### src/rtl/uart_msg_streamer.sv
// UART transmitter that sends a latched multi-byte message (optionally repeated) on tx after a start pulse.
// Each line bit lasts DIV = clk_freq/baud_rate cycles; start is ignored while busy.
module uart_msg_streamer #(
  parameter int clk_freq       = 1000000,
  parameter int baud_rate      = 9600,
  parameter int msg_size_byte  = 6,
  parameter int data_bits      = 8,
  parameter int parity_mode    = 0,
  parameter int stop_bits      = 1,
  parameter int lsb_byte_first = 1,
  parameter int gap_bits       = 0
) (
  input  logic                               clk,
  input  logic                               reset,
  input  logic                               start,
  input  logic [8*msg_size_byte-1:0]         msg,
  input  logic [7:0]                         repeat_count,
  output logic                               tx,
  output logic                               busy,
  output logic                               done,
  output logic [$clog2(msg_size_byte):0]     byte_index
);

  localparam int DIV     = clk_freq / baud_rate;
  localparam int BW      = $clog2(DIV);
  localparam int BIW     = $clog2(msg_size_byte) + 1;
  localparam int SUB_MAX = (data_bits > stop_bits)
                         ? ((data_bits > gap_bits) ? data_bits : gap_bits)
                         : ((stop_bits > gap_bits) ? stop_bits : gap_bits);
  localparam int SW      = $clog2(SUB_MAX + 1);

  localparam logic [BW-1:0]  BIT_LAST  = BW'(DIV - 1);
  localparam logic [SW-1:0]  DATA_LAST = SW'(data_bits - 1);
  localparam logic [SW-1:0]  STOP_LAST = SW'(stop_bits - 1);
  localparam logic [SW-1:0]  GAP_LAST  = SW'((gap_bits > 0) ? gap_bits - 1 : 0);
  localparam logic [BIW-1:0] BYTE_LAST = BIW'(msg_size_byte - 1);
  localparam logic [7:0]     DMASK     = 8'((1 << data_bits) - 1);

  typedef enum logic [2:0] {
    S_IDLE, S_START, S_DATA, S_PARITY, S_STOP, S_GAP
  } state_t;

  state_t                     state;
  logic [BW-1:0]              bit_cnt;
  logic [SW-1:0]              sub_cnt;
  logic [7:0]                 pass;
  logic [7:0]                 rep_q;
  logic [8*msg_size_byte-1:0] msg_q;
  logic [7:0]                 shreg;
  logic [7:0]                 cur_byte;
  logic                       par_bit;
  int                         sel;

  // byte_index is in transmission order; map it onto the latched message
  always_comb begin
    sel      = (lsb_byte_first != 0) ? int'(byte_index)
                                     : msg_size_byte - 1 - int'(byte_index);
    cur_byte = msg_q[8*sel +: 8];
    par_bit  = (^(cur_byte & DMASK)) ^ (parity_mode == 2);
  end

  always_ff @(posedge clk or negedge reset) begin
    if (!reset) begin
      state      <= S_IDLE;
      tx         <= 1'b1;
      busy       <= 1'b0;
      done       <= 1'b0;
      byte_index <= '0;
      bit_cnt    <= '0;
      sub_cnt    <= '0;
      pass       <= '0;
      rep_q      <= '0;
      msg_q      <= '0;
      shreg      <= '0;
    end else begin
      done <= 1'b0;
      if (state == S_IDLE) begin
        tx         <= 1'b1;
        busy       <= 1'b0;
        byte_index <= '0;
        if (start) begin
          msg_q   <= msg;
          rep_q   <= repeat_count;
          pass    <= '0;
          bit_cnt <= '0;
          state   <= S_START;
          tx      <= 1'b0;
          busy    <= 1'b1;
        end
      end else if (bit_cnt != BIT_LAST) begin
        bit_cnt <= bit_cnt + BW'(1);
      end else begin
        bit_cnt <= '0;
        case (state)
          S_START: begin
            state   <= S_DATA;
            sub_cnt <= '0;
            tx      <= cur_byte[0];
            shreg   <= cur_byte >> 1;
          end
          S_DATA: begin
            if (sub_cnt != DATA_LAST) begin
              sub_cnt <= sub_cnt + SW'(1);
              tx      <= shreg[0];
              shreg   <= shreg >> 1;
            end else if (parity_mode != 0) begin
              state <= S_PARITY;
              tx    <= par_bit;
            end else begin
              state   <= S_STOP;
              sub_cnt <= '0;
              tx      <= 1'b1;
            end
          end
          S_PARITY: begin
            state   <= S_STOP;
            sub_cnt <= '0;
            tx      <= 1'b1;
          end
          S_STOP: begin
            if (sub_cnt != STOP_LAST) begin
              sub_cnt <= sub_cnt + SW'(1);
            end else if (byte_index != BYTE_LAST || pass != rep_q) begin
              // next byte of this pass, or first byte of the next pass
              if (byte_index != BYTE_LAST) begin
                byte_index <= byte_index + BIW'(1);
              end else begin
                byte_index <= '0;
                pass       <= pass + 8'd1;
              end
              if (gap_bits > 0) begin
                state   <= S_GAP;
                sub_cnt <= '0;
                tx      <= 1'b1;
              end else begin
                state <= S_START;
                tx    <= 1'b0;
              end
            end else begin
              state      <= S_IDLE;
              tx         <= 1'b1;
              busy       <= 1'b0;
              done       <= 1'b1;
              byte_index <= '0;
            end
          end
          S_GAP: begin
            if (sub_cnt != GAP_LAST) begin
              sub_cnt <= sub_cnt + SW'(1);
            end else begin
              state <= S_START;
              tx    <= 1'b0;
            end
          end
          default: ;
        endcase
      end
    end
  end

endmodule
### config.mk
export PLATFORM = sky130hd
export DESIGN_NAME = uart_msg_streamer
export DESIGN_NICKNAME = d
export VERILOG_FILES = /design/src/rtl/uart_msg_streamer.sv
export SDC_FILE = /design/constraint.sdc
export NUM_CORES = 1
export LEC_CHECK = 0
export CAP_MARGIN = 20
export CORE_MARGIN = 3
export CORE_UTILIZATION = 50
export DETAILED_ROUTE_END_ITERATION = 12
export PLACE_DENSITY = 0.7
export SKIP_LAST_GASP = 1
export SLEW_MARGIN = 0
export SYNTH_ARGS = -nofsm -noshare
export SYNTH_HDL_FRONTEND = slang
export SYNTH_SLANG_ARGS = --single-unit
### constraint.sdc
create_clock -name clk -period 2.8 [get_ports clk]
set_clock_uncertainty 0.15 [all_clocks]
set_input_delay 0.56 -clock clk [delete_from_list [all_inputs] [get_ports clk]]
set_output_delay 0.56 -clock clk [all_outputs]
set_load 0.05 [all_outputs]
==> impl_metrics.json, run 1 <==
{
  "grt_setup_unrepaired": "no",
  "drt_first_pass_iters": 4,
  "drt-wirelength-per-cell_um": 14.5,
  "clock_sinks": 92,
  "routed_wl_um": 10500,
  "synthesis.nets": 598,
  "layout_commonest_cell": "nand2_1",
  "drtAntennaViolNets": 0,
  "route.detailed.drc": 0,
  "fp.dieH_um": 104,
  "post_cts_buffers": 0,
  "startpoint": "byte_index[1]$_DFFE_PN0P_",
  "power_density_nw_per_um2": 797,
  "syn-cell-area_um2": 4780,
  "chipWidth_um": 104,
  "cts_hold_buffers": 0,
  "cts.reportedPaths.clkPinSlew_ps": 90,
  "maxSlewViolCount": 0,
  "crit_fanout": 13,
  "post-place-ws_ps": 369,
  "syn_to_final_growth_pct": 20.3,
  "synth_edf_count": 0,
  "antenna_found_initial": 0,
  "fp-row-count": 35,
  "cp_slowest_cell": "clkdlybuf4s50_1",
  "vias": 3932,
  "core_region_area_um2": 9280,
  "cp_top_family": "buffers and inverters",
  "worst_setup_path_start_kind": "register",
  "yosysSeqAreaShare": 0.482,
  "root_buffer": "clkbuf_8",
  "drt-initial-drc-count": 258,
  "cts_resized": 0,
  "nNetsFinal": 661,
  "antenna_cells": 0,
  "gp_congestion": 0.878,
  "max_freq_mhz": 403,
  "hold_viol": 0,
  "clockBufferDepth": 2,
  "yosys_warnings": 0,
  "overflow": 0,
  "layout_common_cells": "nand2_1, dfrtp_1, clkdlybuf4s50_1",
  "insertion_delay_ps": 350,
  "setup_slack_ps": 316,
  "ir_drop_v": 0.000332,
  "crit_type": "register to output pin",
  "grt_pass1_vias": 3820,
  "post-route-util": 0.619,
  "synth_cell_types": 60,
  "grtUsageTotal": 0.207,
  "status": "complete, no violations",
  "drive_gt1_frac": 0.104,
  "cts-htree-levels": 3,
  "min_path_type": "input pin to asynchronous set/reset pin",
  "ioPinCount": 66,
  "finalCritPeriodShare": 0.887,
  "max_slew_margin": 0.566,
  "syn_area_per_cell_um2": 9.02,
  "power_leakage_uw": 0.00261,
  "max_stage_delay_ps": 840,
  "max_slew.worst_pin.slew_ps": 642,
  "cts-buffers-inserted": 9,
  "critPathCaptureType": "output pin",
  "routed_via_density": 5.41,
  "grt_first_pass_wirelength_um": 18400,
  "synthCells": 530,
  "crit_required_ps": 2090,
  "setup-tns-final_ps": 0,
  "reg2reg_from": "byte_index[1]$_DFFE_PN0P_",
  "cp.arrival_ps": 1770,
  "async_flop_share": 1.00,
  "path_cells": "buf_4 > clkdlybuf4s50_1",
  "initial_core_util": 0.515,
  "cts_tree": "done",
  "yosys_most_used_dff": "dfrtp_1",
  "port_buffers": 65,
  "dp_hpwl_um": 7480,
  "min_period_ps": 2480,
  "grt_max_degree": 48,
  "synth_seq_cells": 92,
  "crit_buf_inv": 2,
  "dieArea_um2": 10800,
  "setup_viol_count_final": 0,
  "maxCapViolCount": 0,
  "num-fill-cells": 834
}
[cells in the mapped netlist (8+ instances only)]
library cell / number / share of area
nand4_1: 11 / 0.014
xnor2_1: 8 / 0.015
buf_2: 13 / 0.014
nor2_1: 24 / 0.019
inv_1: 19 / 0.015
a21oi_1: 17 / 0.018
nand2_1: 194 / 0.15
o21ai_0: 21 / 0.022
mux2i_1: 10 / 0.021
dfrtp_1: 91 / 0.48
nand3_1: 11 / 0.012
ha_1: 9 / 0.024
[path summary, 6_finish.rpt]
kind / endpoint / depth (start not counted) / slack [ps]
setup / recovery: byte_index[1] / 2 / 320
hold / removal: done$_DFF_PN0_ / 1 / 60
setup reg to reg: pass[3]$_DFFE_PN0P_ / 7 / 410
hold reg to reg: msg_q[12]$_DFFE_PN0P_ / 2 / 320
max in group asynchronous: tx$_DFFE_PN1P_ / 2 / 1720
min in group clk: msg_q[12]$_DFFE_PN0P_ / 2 / 320
[per-layer routing]
metal / vias to the layer above / part of all wire / GRT usage / wire length (um)
met1: 1870 / 0.45 / 0.285 / 4790
met2: 119 / 0.48 / 0.331 / 5020
li1: 1922 / - / - / -
met4: 0 / 0.019 / 0.0674 / 201
met5: - / 0 / 0 / 0
met3: 21 / 0.050 / 0.0424 / 528
[final cells by class]
type                            instances  area [um^2]  area share
Inverter                               19         71.3      0.0124
Clock buffer                           10          128      0.0222
Clock inverter                          6         63.8      0.0111
Multi-Input combinational cell        391         2240       0.389
Sequential cell                        92         2300       0.401
Tap cell                              129          161      0.0281
Timing Repair Buffer                   80          783       0.136
[worst register-to-register path, cell delays in order (launching register included)]
cell and delay, ps:
dfrtp_1 390, inv_1 80, ha_1 130, and3b_1 290, nand2_1 120, or4_1 610, nand4_1 190, mux2_1 330
[cell families after synthesis]
group | share of synthesized area
compound gates | 0.101
xor+xnor | 0.0147
fa+ha+maj | 0.0236
buf+inv | 0.0513
flops | 0.482
mux | 0.0665
simple gates | 0.261
[through the flow]
| stage | cells | total power [uW] | instance area (um^2) | hold slack (ps) |
|---|---|---|---|---|
| after floorplan | 530 | 3280 | 4780 | 114 |
| after detailed placement | 711 | 3730 | 5560 | 310 |
| after global routing | 727 | 4960 | 5750 | 111 |
| final | 727 | 4580 | 5750 | 59.6 |
| after CTS | 727 | 4630 | 5750 | 78.1 |
| after global placement | 711 | 3650 | 5560 | 303 |
[registers in the layout (all words and copies together) (netlist names)]
name,cells
bit_cnt,7
done,1
pass,8
shreg,7
rep_q,8
state,3
busy,1
tx,1
sub_cnt,4
byte_index,4
msg_q,48
[power by group]
part	switching (uW)	leakage, uW	total [uW]	internal (uW)
sequential	350	0.00114	2220	1870
combinational	797	0.00138	1480	681
clock	476	0.0000927	889	414
Power figures use the tool's default switching activity.
==> run 2, diff against run 1 <==
Settings changed: GPL_ROUTABILITY_DRIVEN set to 1.
==> results of run 2 <==
Final layout, timing and power as in run 1 (identical DEF).
==> run 3, diff against run 2 <==
Settings changed: HOLD_SLACK_MARGIN set to 0.02.
Clock period 2.8 ns to 2.85 ns, I/O delays scaled along.
==> impl_metrics.json, run 3 (synthesized netlist as in run 1, its figures left out) <==
{
  "status": "complete, no violations",
  "cts-buffers-inserted": 9,
  "max_slew_margin": 0.455,
  "routed_wl_um": 10500,
  "seqCellArea_um2": 2300,
  "vias": 3859,
  "clockBufferDepth": 2,
  "hold_viol": 0,
  "power_density_nw_per_um2": 776,
  "drt-wirelength-per-cell_um": 14.5,
  "finalCritPeriodShare": 0.870,
  "ioPinCount": 66,
  "grt_pass1_vias": 3802,
  "drt_first_pass_iters": 8,
  "drive_gt1_frac": 0.0992,
  "crit_type": "register to output pin",
  "worst_setup_path_start_kind": "register",
  "min_period_ps": 2480,
  "route.detailed.drc": 0,
  "routed_via_density": 5.33,
  "port_buffers": 65,
  "setup-tns-final_ps": 0,
  "top_register": "msg_q",
  "grt_first_pass_wirelength_um": 18100,
  "core_region_area_um2": 9280,
  "dp_hpwl_um": 7390,
  "grt_setup_unrepaired": "no",
  "num-fill-cells": 865,
  "fp-row-count": 35,
  "antenna_found_initial": 0,
  "cts.reportedPaths.clkPinSlew_ps": 90,
  "maxCapViolCount": 0,
  "fp.dieH_um": 104,
  "largest_register_ffs": 48,
  "insertion_delay_ps": 360,
  "power_leakage_uw": 0.00258,
  "max_freq_mhz": 403,
  "maxSlewViolCount": 0,
  "max_slew.worst_pin.slew_ps": 816,
  "post_cts_buffers": 0,
  "overflow": 0,
  "multi_input_area_um2": 2240,
  "antenna_cells": 0,
  "drt-initial-drc-count": 224,
  "dieArea_um2": 10800,
  "setup_viol_count_final": 0,
  "grtUsageTotal": 0.204,
  "critPathCaptureType": "output pin",
  "cts_tree": "done",
  "crit_fanout": 13,
  "drtAntennaViolNets": 0,
  "root_buffer": "clkbuf_8",
  "layout_commonest_cell": "nand2_1",
  "nNetsFinal": 658,
  "clock_sinks": 92,
  "initial_core_util": 0.515,
  "whs_ps": 44.6,
  "cts-htree-levels": 3,
  "crit_required_ps": 2130,
  "cts_hold_buffers": 0,
  "min_path_type": "input pin to asynchronous set/reset pin",
  "cp.arrival_ps": 1760,
  "largestRegisters": "msg_q (48), pass (8), rep_q (8)",
  "ir_drop_v": 0.000408,
  "gp_congestion": 0.877,
  "layout_common_cells": "nand2_1, dfrtp_1, clkdlybuf4s50_1",
  "chipWidth_um": 104,
  "syn_to_final_growth_pct": 19.3,
  "grt_max_degree": 51,
  "cts_resized": 0
}
## run 3: metrics by stage
step | total power, uW | cells | util | worst slack [ps] | instance area [um^2]
2_1_floorplan | 3220 | 530 | - | 425 | 4780
3_3_place_gp | 3580 | 708 | 0.595 | 437 | 5520
3_5_place_dp | 3660 | 708 | 0.595 | 417 | 5520
4_1_cts | 4460 | 724 | 0.614 | 345 | 5700
5_1_grt | 4790 | 724 | 0.614 | 299 | 5700
6_report | 4420 | 724 | 0.614 | 371 | 5700
## run 3: layer usage
metal | vias to the layer above | wire, um | global-route usage
li1 | 1907 | - | -
met1 | 1838 | 4820 | 0.276
met2 | 105 | 5070 | 0.337
met3 | 9 | 489 | 0.0312
met4 | 0 | 112 | 0.0684
met5 | - | 0 | 0
## run 3: path summary, 6_finish.rpt
path                                           start                     to  slack [ps]  cells after the start
setup / recovery           byte_index[1]$_DFFE_PN0P_          byte_index[1]         370                      2
hold / removal                                 reset         done$_DFF_PN0_          40                      1
setup reg to reg                state[1]$_DFFE_PN0P_    pass[3]$_DFFE_PN0P_         480                      5
hold reg to reg                msg_q[15]$_DFFE_PN0P_  msg_q[15]$_DFFE_PN0P_         330                      2
max in group asynchronous                      reset   msg_q[5]$_DFFE_PN0P_        1840                      2
min in group clk               msg_q[15]$_DFFE_PN0P_  msg_q[15]$_DFFE_PN0P_         330                      2
## run 3: cell type report
| class | instances | area share |
|---|---|---|
| sequential | 92 | 0.404 |
| inverter | 19 | 0.0125 |
| clock buffer | 11 | 0.0248 |
| clock inverter | 5 | 0.00637 |
| timing repair buffer | 77 | 0.131 |
| multi-input combinational | 391 | 0.393 |
| tap | 129 | 0.0283 |
## run 3: where the power goes
part | switching (uW) | leakage [uW] | internal (uW)
sequential | 366 | 0.00114 | 1830
combinational | 761 | 0.00136 | 660
clock | 457 | 0.0000820 | 343
## run 3: worst max-delay path, cell delays in order, from the launching register on
cell	delay (ps)
dfrtp_1	350
buf_4	220
clkdlybuf4s50_1	830
